**src/rtl/ahb_bus_arbiter.sv**
```systemverilog
// Round-robin AHB arbiter sharing the bridge's single slave port among NUM_MASTERS masters.
// Grant, master index and lock flag are registered and only move on bridge-ready edges.
// Supports locked sequences (with a one-phase lock tail) and a per-tenure beat limit.
module ahb_bus_arbiter #(
   parameter int unsigned NUM_MASTERS    = 2,
   parameter int unsigned DEFAULT_MASTER = 0,
   parameter int unsigned MAX_BEATS      = 16
) (
   input  logic                   Hclk,
   input  logic                   Hreset,
   input  logic [NUM_MASTERS-1:0] Hbusreq,
   input  logic [NUM_MASTERS-1:0] Hlock,
   input  logic [1:0]             Htrans,
   input  logic                   Hreadyout,
   output logic [NUM_MASTERS-1:0] Hgrant,
   output logic [2:0]             Hmaster,
   output logic                   Hmastlock
);

   localparam logic [1:0] HTRANS_IDLE   = 2'b00;
   localparam logic [1:0] HTRANS_NONSEQ = 2'b10;
   localparam logic [2:0] DEF_IDX       = 3'(DEFAULT_MASTER);
   localparam logic [7:0] BEAT_LIMIT    = 8'(MAX_BEATS);

   typedef enum logic [1:0] {StPark, StOwn, StLocked} state_t;

   state_t                 state_q, state_d;
   logic [NUM_MASTERS-1:0] grant_q, grant_d;
   logic [2:0]             rr_ptr_q, rr_ptr_d;
   logic [7:0]             beat_cnt_q, beat_cnt_d;
   logic [2:0]             master_q, master_d;
   logic                   mastlock_q, mastlock_d;

   logic [2:0] win_idx;
   logic       owner_req;
   logic       owner_lock;
   logic       others_req;
   logic       any_req;
   logic       is_beat;
   logic       burst_start;

   // Index to one-hot grant vector.
   function automatic logic [NUM_MASTERS-1:0] onehot(input logic [2:0] idx);
      logic [NUM_MASTERS-1:0] oh;
      oh = '0;
      for (int unsigned i = 0; i < NUM_MASTERS; i++) begin
         oh[i] = (32'(idx) == i);
      end
      return oh;
   endfunction

   // Scan requests from ptr+1 upward with wrap; ptr itself is examined last.
   function automatic logic [2:0] rr_winner(input logic [2:0]             ptr,
                                            input logic [NUM_MASTERS-1:0] req);
      logic [2:0]             win;
      logic                   found;
      int unsigned            cand;
      logic [NUM_MASTERS-1:0] shifted;
      win   = ptr;
      found = 1'b0;
      for (int unsigned k = 1; k <= NUM_MASTERS; k++) begin
         cand    = (32'(ptr) + k) % NUM_MASTERS;
         shifted = req >> cand;
         if (!found && shifted[0]) begin
            win   = cand[2:0];
            found = 1'b1;
         end
      end
      return win;
   endfunction

   // rr_ptr always tracks the granted index, so the owner is found through grant_q.
   always_comb begin
      owner_req   = |(Hbusreq & grant_q);
      owner_lock  = |(Hlock & grant_q);
      others_req  = |(Hbusreq & ~grant_q);
      any_req     = |Hbusreq;
      is_beat     = Htrans[1];
      burst_start = (Htrans == HTRANS_IDLE) || (Htrans == HTRANS_NONSEQ);
      win_idx     = rr_winner(rr_ptr_q, Hbusreq);
   end

   // Next-state: arbitration, lock handling and beat accounting on ready edges only.
   always_comb begin
      state_d    = state_q;
      grant_d    = grant_q;
      rr_ptr_d   = rr_ptr_q;
      beat_cnt_d = beat_cnt_q;
      master_d   = master_q;
      mastlock_d = mastlock_q;

      if (Hreadyout) begin
         // Address-phase owner lags the grant by one ready edge.
         master_d   = rr_ptr_q;
         mastlock_d = owner_lock;
         if (is_beat && (beat_cnt_q < BEAT_LIMIT)) begin
            beat_cnt_d = beat_cnt_q + 8'd1;
         end

         unique case (state_q)
            StPark: begin
               beat_cnt_d = '0;
               if (any_req) begin
                  state_d  = StOwn;
                  grant_d  = onehot(win_idx);
                  rr_ptr_d = win_idx;
               end
            end

            StOwn: begin
               if (owner_req && owner_lock) begin
                  state_d = StLocked;
               end else if (!owner_req) begin
                  beat_cnt_d = '0;
                  if (any_req) begin
                     grant_d  = onehot(win_idx);
                     rr_ptr_d = win_idx;
                  end else begin
                     state_d  = StPark;
                     grant_d  = onehot(DEF_IDX);
                     rr_ptr_d = DEF_IDX;
                  end
               end else if (beat_cnt_q == BEAT_LIMIT) begin
                  if (!others_req) begin
                     beat_cnt_d = '0;
                  end else if (burst_start) begin
                     // Only cut the tenure at a burst boundary, never on SEQ/BUSY.
                     beat_cnt_d = '0;
                     grant_d    = onehot(win_idx);
                     rr_ptr_d   = win_idx;
                  end
               end
            end

            StLocked: begin
               // Grant and beat count frozen; lock release gives one tail phase in StOwn.
               beat_cnt_d = beat_cnt_q;
               if (!owner_lock) begin
                  state_d = StOwn;
               end
            end

            default: begin
               state_d    = StPark;
               grant_d    = onehot(DEF_IDX);
               rr_ptr_d   = DEF_IDX;
               beat_cnt_d = '0;
            end
         endcase
      end
   end

   // State and output registers with asynchronous reset.
   always_ff @(posedge Hclk or posedge Hreset) begin
      if (Hreset) begin
         state_q    <= StPark;
         grant_q    <= onehot(DEF_IDX);
         rr_ptr_q   <= DEF_IDX;
         beat_cnt_q <= '0;
         master_q   <= DEF_IDX;
         mastlock_q <= 1'b0;
      end else begin
         state_q    <= state_d;
         grant_q    <= grant_d;
         rr_ptr_q   <= rr_ptr_d;
         beat_cnt_q <= beat_cnt_d;
         master_q   <= master_d;
         mastlock_q <= mastlock_d;
      end
   end

   assign Hgrant    = grant_q;
   assign Hmaster   = master_q;
   assign Hmastlock = mastlock_q;

   // Structural invariants of the grant outputs.
   grant_onehot_a : assert property (@(posedge Hclk) disable iff (Hreset) $onehot(grant_q));
   master_range_a : assert property (@(posedge Hclk) disable iff (Hreset)
                                     32'(master_q) < NUM_MASTERS);

endmodule
```
**config.mk**
```make
export PLATFORM = sky130hd
export DESIGN_NAME = ahb_bus_arbiter
export DESIGN_NICKNAME = d
export VERILOG_FILES = /design/src/rtl/ahb_bus_arbiter.sv
export SDC_FILE = /design/constraint.sdc
export NUM_CORES = 1
export LEC_CHECK = 0
export ABC_AREA = 1
export CAP_MARGIN = 20
export CORE_MARGIN = 1.5
export CORE_UTILIZATION = 25
export CTS_BUF_LIST = sky130_fd_sc_hd__clkbuf_8
export DETAILED_ROUTE_END_ITERATION = 8
export GPL_TIMING_DRIVEN = 0
export PLACE_DENSITY_LB_ADDON = 0.15
export SETUP_SLACK_MARGIN = 0.2
export SYNTH_ARGS = -nofsm -noshare
export SYNTH_HDL_FRONTEND = slang
export SYNTH_SLANG_ARGS = --single-unit
```
**constraint.sdc**
```tcl
create_clock -name Hclk -period 4.08 [get_ports Hclk]
set_clock_uncertainty 0.2 [all_clocks]
set_input_delay 0.612 -clock Hclk [delete_from_list [all_inputs] [get_ports Hclk]]
set_output_delay 0.612 -clock Hclk [all_outputs]
set_load 0.005 [all_outputs]
```
==> results.sh, run 1 <==
export IMPL_end_kind="output pin"
export IMPL_cts_max_path_buffers=2
export IMPL_clk_pin_slew_worst_paths_ps=80
export IMPL_post_cts_resize_count=0
export IMPL_cts_setup_buffers=0
export IMPL_firstDrtPassIters=4
export IMPL_use_met2_pct=18.94
export IMPL_drt_wl_total_um=2133
export IMPL_numCtsBuffers=3
export IMPL_diodes=0
export IMPL_grt_pass1_vias=847
export IMPL_antenna_found_initial=0
export IMPL_grt_pass1_wl_um=3657
export IMPL_power_density_nw_per_um2=519.6
export IMPL_slew_headroom_pct=50.04
export IMPL_hold_viol=0
export IMPL_die_w_um=67.06
export IMPL_syn_area_um2=1026
export IMPL_crit_type="reg -> out"
export IMPL_synthCells=135
export IMPL_core_um2=3971
export IMPL_rows=23
export IMPL_clk_latency_ps=260
export IMPL_via_per_inst=4.300
export IMPL_post_route_period_util_pct=53.03
export IMPL_grt_overflow=0
export IMPL_initial_core_util_pct=25.83
export IMPL_area_delta_synth_final_pct=24.15
export IMPL_finalWorstSetupSlack_ps=1917
export IMPL_hold_buffers=0
export IMPL_gp_congestion=0.8181
export IMPL_cp_slowest_stage_delay_ps=590
export IMPL_synth_common_cells="nand2_1 (42), dfrtp_1 (18), inv_1 (17), nor2_1 (17), nand3_1 (9)"
export IMPL_ios=15
export IMPL_layout_drive_gt1_share_pct=10.46
export IMPL_rsz0062_at_grt="false"
export IMPL_critPathRequiredTime_ps=3270
export IMPL_synth_top_area_share_pct=43.90
export IMPL_async_flop_share_pct=100.0
export IMPL_cts_tree="done"
export IMPL_yosysWarnings=0
export IMPL_slew_viol_final=0
export IMPL_yosysTopAreaCell="dfrtp_1"
export IMPL_hold_path_class="reg -> reg"
export IMPL_syn_num_nets=146
export IMPL_outcome="finished, final reports clean"
export IMPL_fp_dieH_um=67.06
export IMPL_grt_most_used_layer="met2"
export IMPL_nets=165
export IMPL_via_count=873
export IMPL_ys_seq_elements=19
export IMPL_dp_hpwl_um=1595
export IMPL_worstPathCellList="clkdlybuf4s50_1"
export IMPL_synth_cell_types=20
export IMPL_yosys_cell_count_top_type="nand2_1"
export IMPL_synth_ff_type="dfrtp_1"
export IMPL_cpMaxStageDelayCell="dfstp_2"
export IMPL_ant_nets=0
export IMPL_yosysSeqAreaShare_pct=46.46
export IMPL_ctsRootBufferMaster="clkbuf_8"
export IMPL_critPathBufInv=1
export IMPL_use_met3_pct=3.716
export IMPL_setup_viol_count_final=0
export IMPL_io_buffer_count=14
export IMPL_path_max_fanout=5
export IMPL_ir_worst_vdd_mv=0.2452
export IMPL_wire_per_inst_um=10.51
export IMPL_yosys_top_cells_area="dfrtp_1 (44%), nand2_1 (15%), inv_1 (6.2%)"
export IMPL_drcViolationCount=0
export IMPL_grtUsageTotal_pct=11.24
export IMPL_syn_avg_cell_area_um2=7.600
export IMPL_dp_slack_ps=1735
export IMPL_period_minus_slack_ps=2163
export IMPL_critPathArrivalTime_ps=1350
export IMPL_first_iter_violations=27
export IMPL_grt_start_max_net_pins=20
export IMPL_dieArea_um2=4497
export IMPL_fin_setup_tns_ps=0
export IMPL_grt_met1_usage_pct=12.54
export IMPL_max_cap_violations=0
export IMPL_start_kind="flop"
export IMPL_htree_levels=1
export IMPL_leakage_nw=0.6392
export IMPL_crit_family="flip-flops"
export IMPL_synth_edff_count=0
export IMPL_max_freq_mhz=462.2
export IMPL_cts_sinks=19
export IMPL_fin_util_pct=32.07
export IMPL_worst_slew_pin_slew_ps=748.6
-- placed cells by master (no fill, tap or decap), types with 3 or more instances in the layout --
cell,Yosys,layout
nand2_1,42,42
dfrtp_1,18,18
inv_1,17,18
nor2_1,17,17
clkdlybuf4s50_1,0,14
nand3_1,9,9
o21ai_0,6,6
inv_2,4,4
nand2_2,4,4
clkbuf_8,0,3
-- cell families (layout without fill, tap and decap cells) --
group | after synthesis | in the layout | synth area share, %
adder cells (fa/ha/maj) | 2 | 2 | 2.439
AO/OA/AOI/OAI | 15 | 15 | 10.24
AND/OR/NAND/NOR | 76 | 76 | 31.46
buffers and inverters | 21 | 39 | 7.682
XOR/XNOR | 2 | 2 | 1.708
flip-flops | 19 | 19 | 46.46
-- power by group --
part	total [mW]	switching (mW)	internal [mW]
clock	0.129	0.0622	0.0669
combinational	0.258	0.150	0.108
sequential	0.275	0.0429	0.232
-- layout make-up --
type                    instances  area [µm²]
clock buffers                   3       41.29
clock inverters                 1       3.754
fillers                       431        2698
inverters                      21       78.83
multi-input cells              95       470.5
flip-flops and latches         19       476.7
well taps                      50       62.56
repair buffers                 14       140.1
-- layer usage --
layer  up-vias  part of all wire [%]
li1        450                     -
met1       400                    48
met2        19                    46
met3         4                   4.1
met4         0                   1.7
met5         -                     0
-- stage by stage --
step	std cells	cell area, µm²	hold slack (ps)	power, mW
2_1_floorplan	135	1026	241.7	0.4532
3_3_place_gp	199	1229	253.9	0.5374
3_5_place_dp	199	1229	257.8	0.5394
4_1_cts	203	1274	277.5	0.6735
5_1_grt	203	1274	315.4	0.7241
6_report	203	1274	278.0	0.6618
-- worst paths after layout --
| kind | from | slack, ps | cells past startpoint | end |
|---|---|---|---|---|
| min in group asynchronous | Hreset | 580 | 2 | rr_ptr_q[1] |
| worst max-delay path | Hgrant[0] | 1920 | 1 | Hgrant[0] |
| max in group asynchronous | Hreset | 2620 | 2 | beat_cnt_q[5] |
| worst min register to register | Hmaster[1] | 280 | 2 | Hmaster[1] |
| worst min-delay path | Hmaster[1] | 280 | 2 | Hmaster[1] |
| worst max register to register | Hgrant[0] | 2450 | 8 | beat_cnt_q[0] |
-- state kept, by name (all words and copies together) (netlist names) --
register    cells
state_q         2
rr_ptr_q        3
Hmaster         3
Hmastlock       1
Hgrant          2
beat_cnt_q      8
(Power assumes the default switching activity.)
==> run 2: changes to the inputs <==
- clock period: 4.08 -> 1.8 ns (I/O delays scaled with it)
==> results.sh, run 2 (synthesized netlist as in run 1, its figures left out) <==
export IMPL_htree_levels=1
export IMPL_drcViolationCount=0
export IMPL_first_iter_violations=38
export IMPL_cpMaxStageDelayCell="dfstp_2"
export IMPL_final_cell_mix="nand2_1 (34), dfrtp_1 (18), inv_1 (17)"
export IMPL_initial_core_util_pct=25.83
export IMPL_antenna_found_initial=0
export IMPL_numCtsBuffers=3
export IMPL_leakage_nw=0.7908
export IMPL_max_cap_violations=0
export IMPL_die_w_um=67.06
export IMPL_grtUsageTotal_pct=11.70
export IMPL_worst_slew_pin_slew_ps=754.0
export IMPL_slew_headroom_pct=49.68
export IMPL_cts_sinks=19
export IMPL_core_um2=3971
export IMPL_placed_cell_area_um2=1229
export IMPL_area_delta_synth_final_pct=43.41
export IMPL_clk_latency_ps=260
export IMPL_top_register="beat_cnt_q"
export IMPL_hold_path_class="in -> async"
export IMPL_hold_viol=0
export IMPL_cts_tree="done"
export IMPL_clk_pin_slew_worst_paths_ps=80
export IMPL_r2r_end="Hgrant[0]"
export IMPL_critPathArrivalTime_ps=1600
export IMPL_regToRegSetupSlack_ps=210
export IMPL_cts_max_path_buffers=2
export IMPL_worstPathCellList="buf_6 > nand2_4 > a21oi_4 > buf_4 > nand2_4 > nand2_2 > nand2_1 > nand2_1"
export IMPL_dp_cells=199
export IMPL_outcome="finished, final reports clean"
export IMPL_fp_dieH_um=67.06
export IMPL_grt_pass1_wl_um=3829
export IMPL_ir_worst_vdd_mv=0.5634
export IMPL_critPathRequiredTime_ps=1810
export IMPL_start_kind="flop"
export IMPL_gp_congestion=0.8181
export IMPL_ctsRootBufferMaster="clkbuf_8"
export IMPL_post_route_period_util_pct=88.56
export IMPL_path_max_fanout=5
export IMPL_io_buffer_count=14
export IMPL_layout_drive_gt1_share_pct=28.40
export IMPL_max_freq_mhz=627.3
export IMPL_period_minus_slack_ps=1594
export IMPL_grt_pass1_vias=888
export IMPL_ant_nets=0
export IMPL_num_fill_cells=427
export IMPL_final_cell_count_no_fill=212
export IMPL_layout_commonest_cell="nand2_1"
export IMPL_slew_viol_final=0
export IMPL_crit_type="reg -> reg"
export IMPL_wire_per_inst_um=10.97
export IMPL_r2r_cells=8
export IMPL_rows=23
export IMPL_end_kind="flop"
export IMPL_drt_wl_total_um=2326
export IMPL_firstDrtPassIters=4
export IMPL_via_per_inst=4.297
export IMPL_ios=15
export IMPL_rsz0062_at_grt="true"
export IMPL_setup_viol_count_final=0
export IMPL_dieArea_um2=4497
export IMPL_cp_slowest_stage_delay_ps=540
export IMPL_critPathLaunch="Hgrant[0]"
export IMPL_via_count=911
export IMPL_grt_start_max_net_pins=20
export IMPL_fin_area_um2=1471
export IMPL_grt_overflow=0
export IMPL_diodes=0
export IMPL_reg2reg_from="Hgrant[0]"
export IMPL_largest_register_ffs=8
export IMPL_dp_hpwl_um=1595
export IMPL_nets=174
export IMPL_power_density_nw_per_um2=1217
==> run 2: changes by cell type in the layout (fill, tap and decap cells not counted), moves of 3 or more <==
cell	delta
buf_4	+7
clkdlybuf4s50_1	-8
dlymetal6s2s_1	+6
nand2_1	-8
nand2_4	+6
nand3_1	-3
nand3_2	+3
nor2_1	-9
nor2_2	+7
==> run 2: critical path: cells and delay by family (launching register included) <==
| kind | cells | cell delay (ps) |
|---|---|---|
| AOI/OAI and AO/OA | 1 | 210 |
| buffers and inverters | 2 | 270 |
| DFF | 1 | 540 |
| and+or+nand+nor | 5 | 320 |
==> run 2: layout make-up <==
cell class	instances	area [µm²]	share of cell area (%)
Clock buffer	3	41.29	2.806
Timing Repair Buffer	23	227.7	15.48
Tap cell	50	62.56	4.252
Multi-Input combinational cell	95	575.6	39.12
Inverter	21	83.83	5.697
Clock inverter	1	3.754	0.2551
Sequential cell	19	476.7	32.40
==> run 2: where the power goes <==
group / internal, mW / leakage (nW) / total, mW / switching (mW)
clock network: 0.152 / 0.0269 / 0.294 / 0.142
registers: 0.525 / 0.251 / 0.594 / 0.0690
logic: 0.401 / 0.513 / 0.904 / 0.504
total: 1.08 / 0.791 / 1.79 / 0.714
==> run 2: per-layer routing <==
| metal | part of all wire [%] | up-vias | GRT usage [%] |
|---|---|---|---|
| li1 | - | 471 | - |
| met1 | 45 | 423 | 12.85 |
| met2 | 50 | 13 | 20.30 |
| met3 | 3.7 | 4 | 3.547 |
| met4 | 1.5 | 0 | 5.612 |
| met5 | 0 | - | 0 |
==> run 2: how the worst max path moves through the flow <==
stage	depth (start not counted)	endpoint	slack [ps]
finish	8	Hgrant[0]	210
global route	7	beat_cnt_q[6]	150
global placement	8	Hgrant[1]	-210
floorplan	9	Hgrant[1]	370
detailed placement	8	rr_ptr_q[0]	-200
CTS	1	Hmaster[0]	210
==> run 2: what timing repair did <==
action	in CTS	in global routing
buffers inserted	3	6
pin swaps	2	9
hold buffers	0	0
resized for setup	7	36
setup endpoints to repair	14	18
==> run 2: through the flow <==
stage          hold WS (ps)  util [%]  total power, mW  TNS (ps)  setup WS (ps)
2_1_floorplan         20.39         -            1.027         0          372.3
5_1_grt               303.7     37.05            1.941         0          145.6
3_3_place_gp          253.9     30.94            1.218     -1941         -210.8
3_5_place_dp          257.8     30.94            1.223     -1923         -203.1
4_1_cts               273.2     33.08            1.591         0          209.1
6_report              237.6     37.05            1.791         0          206.0
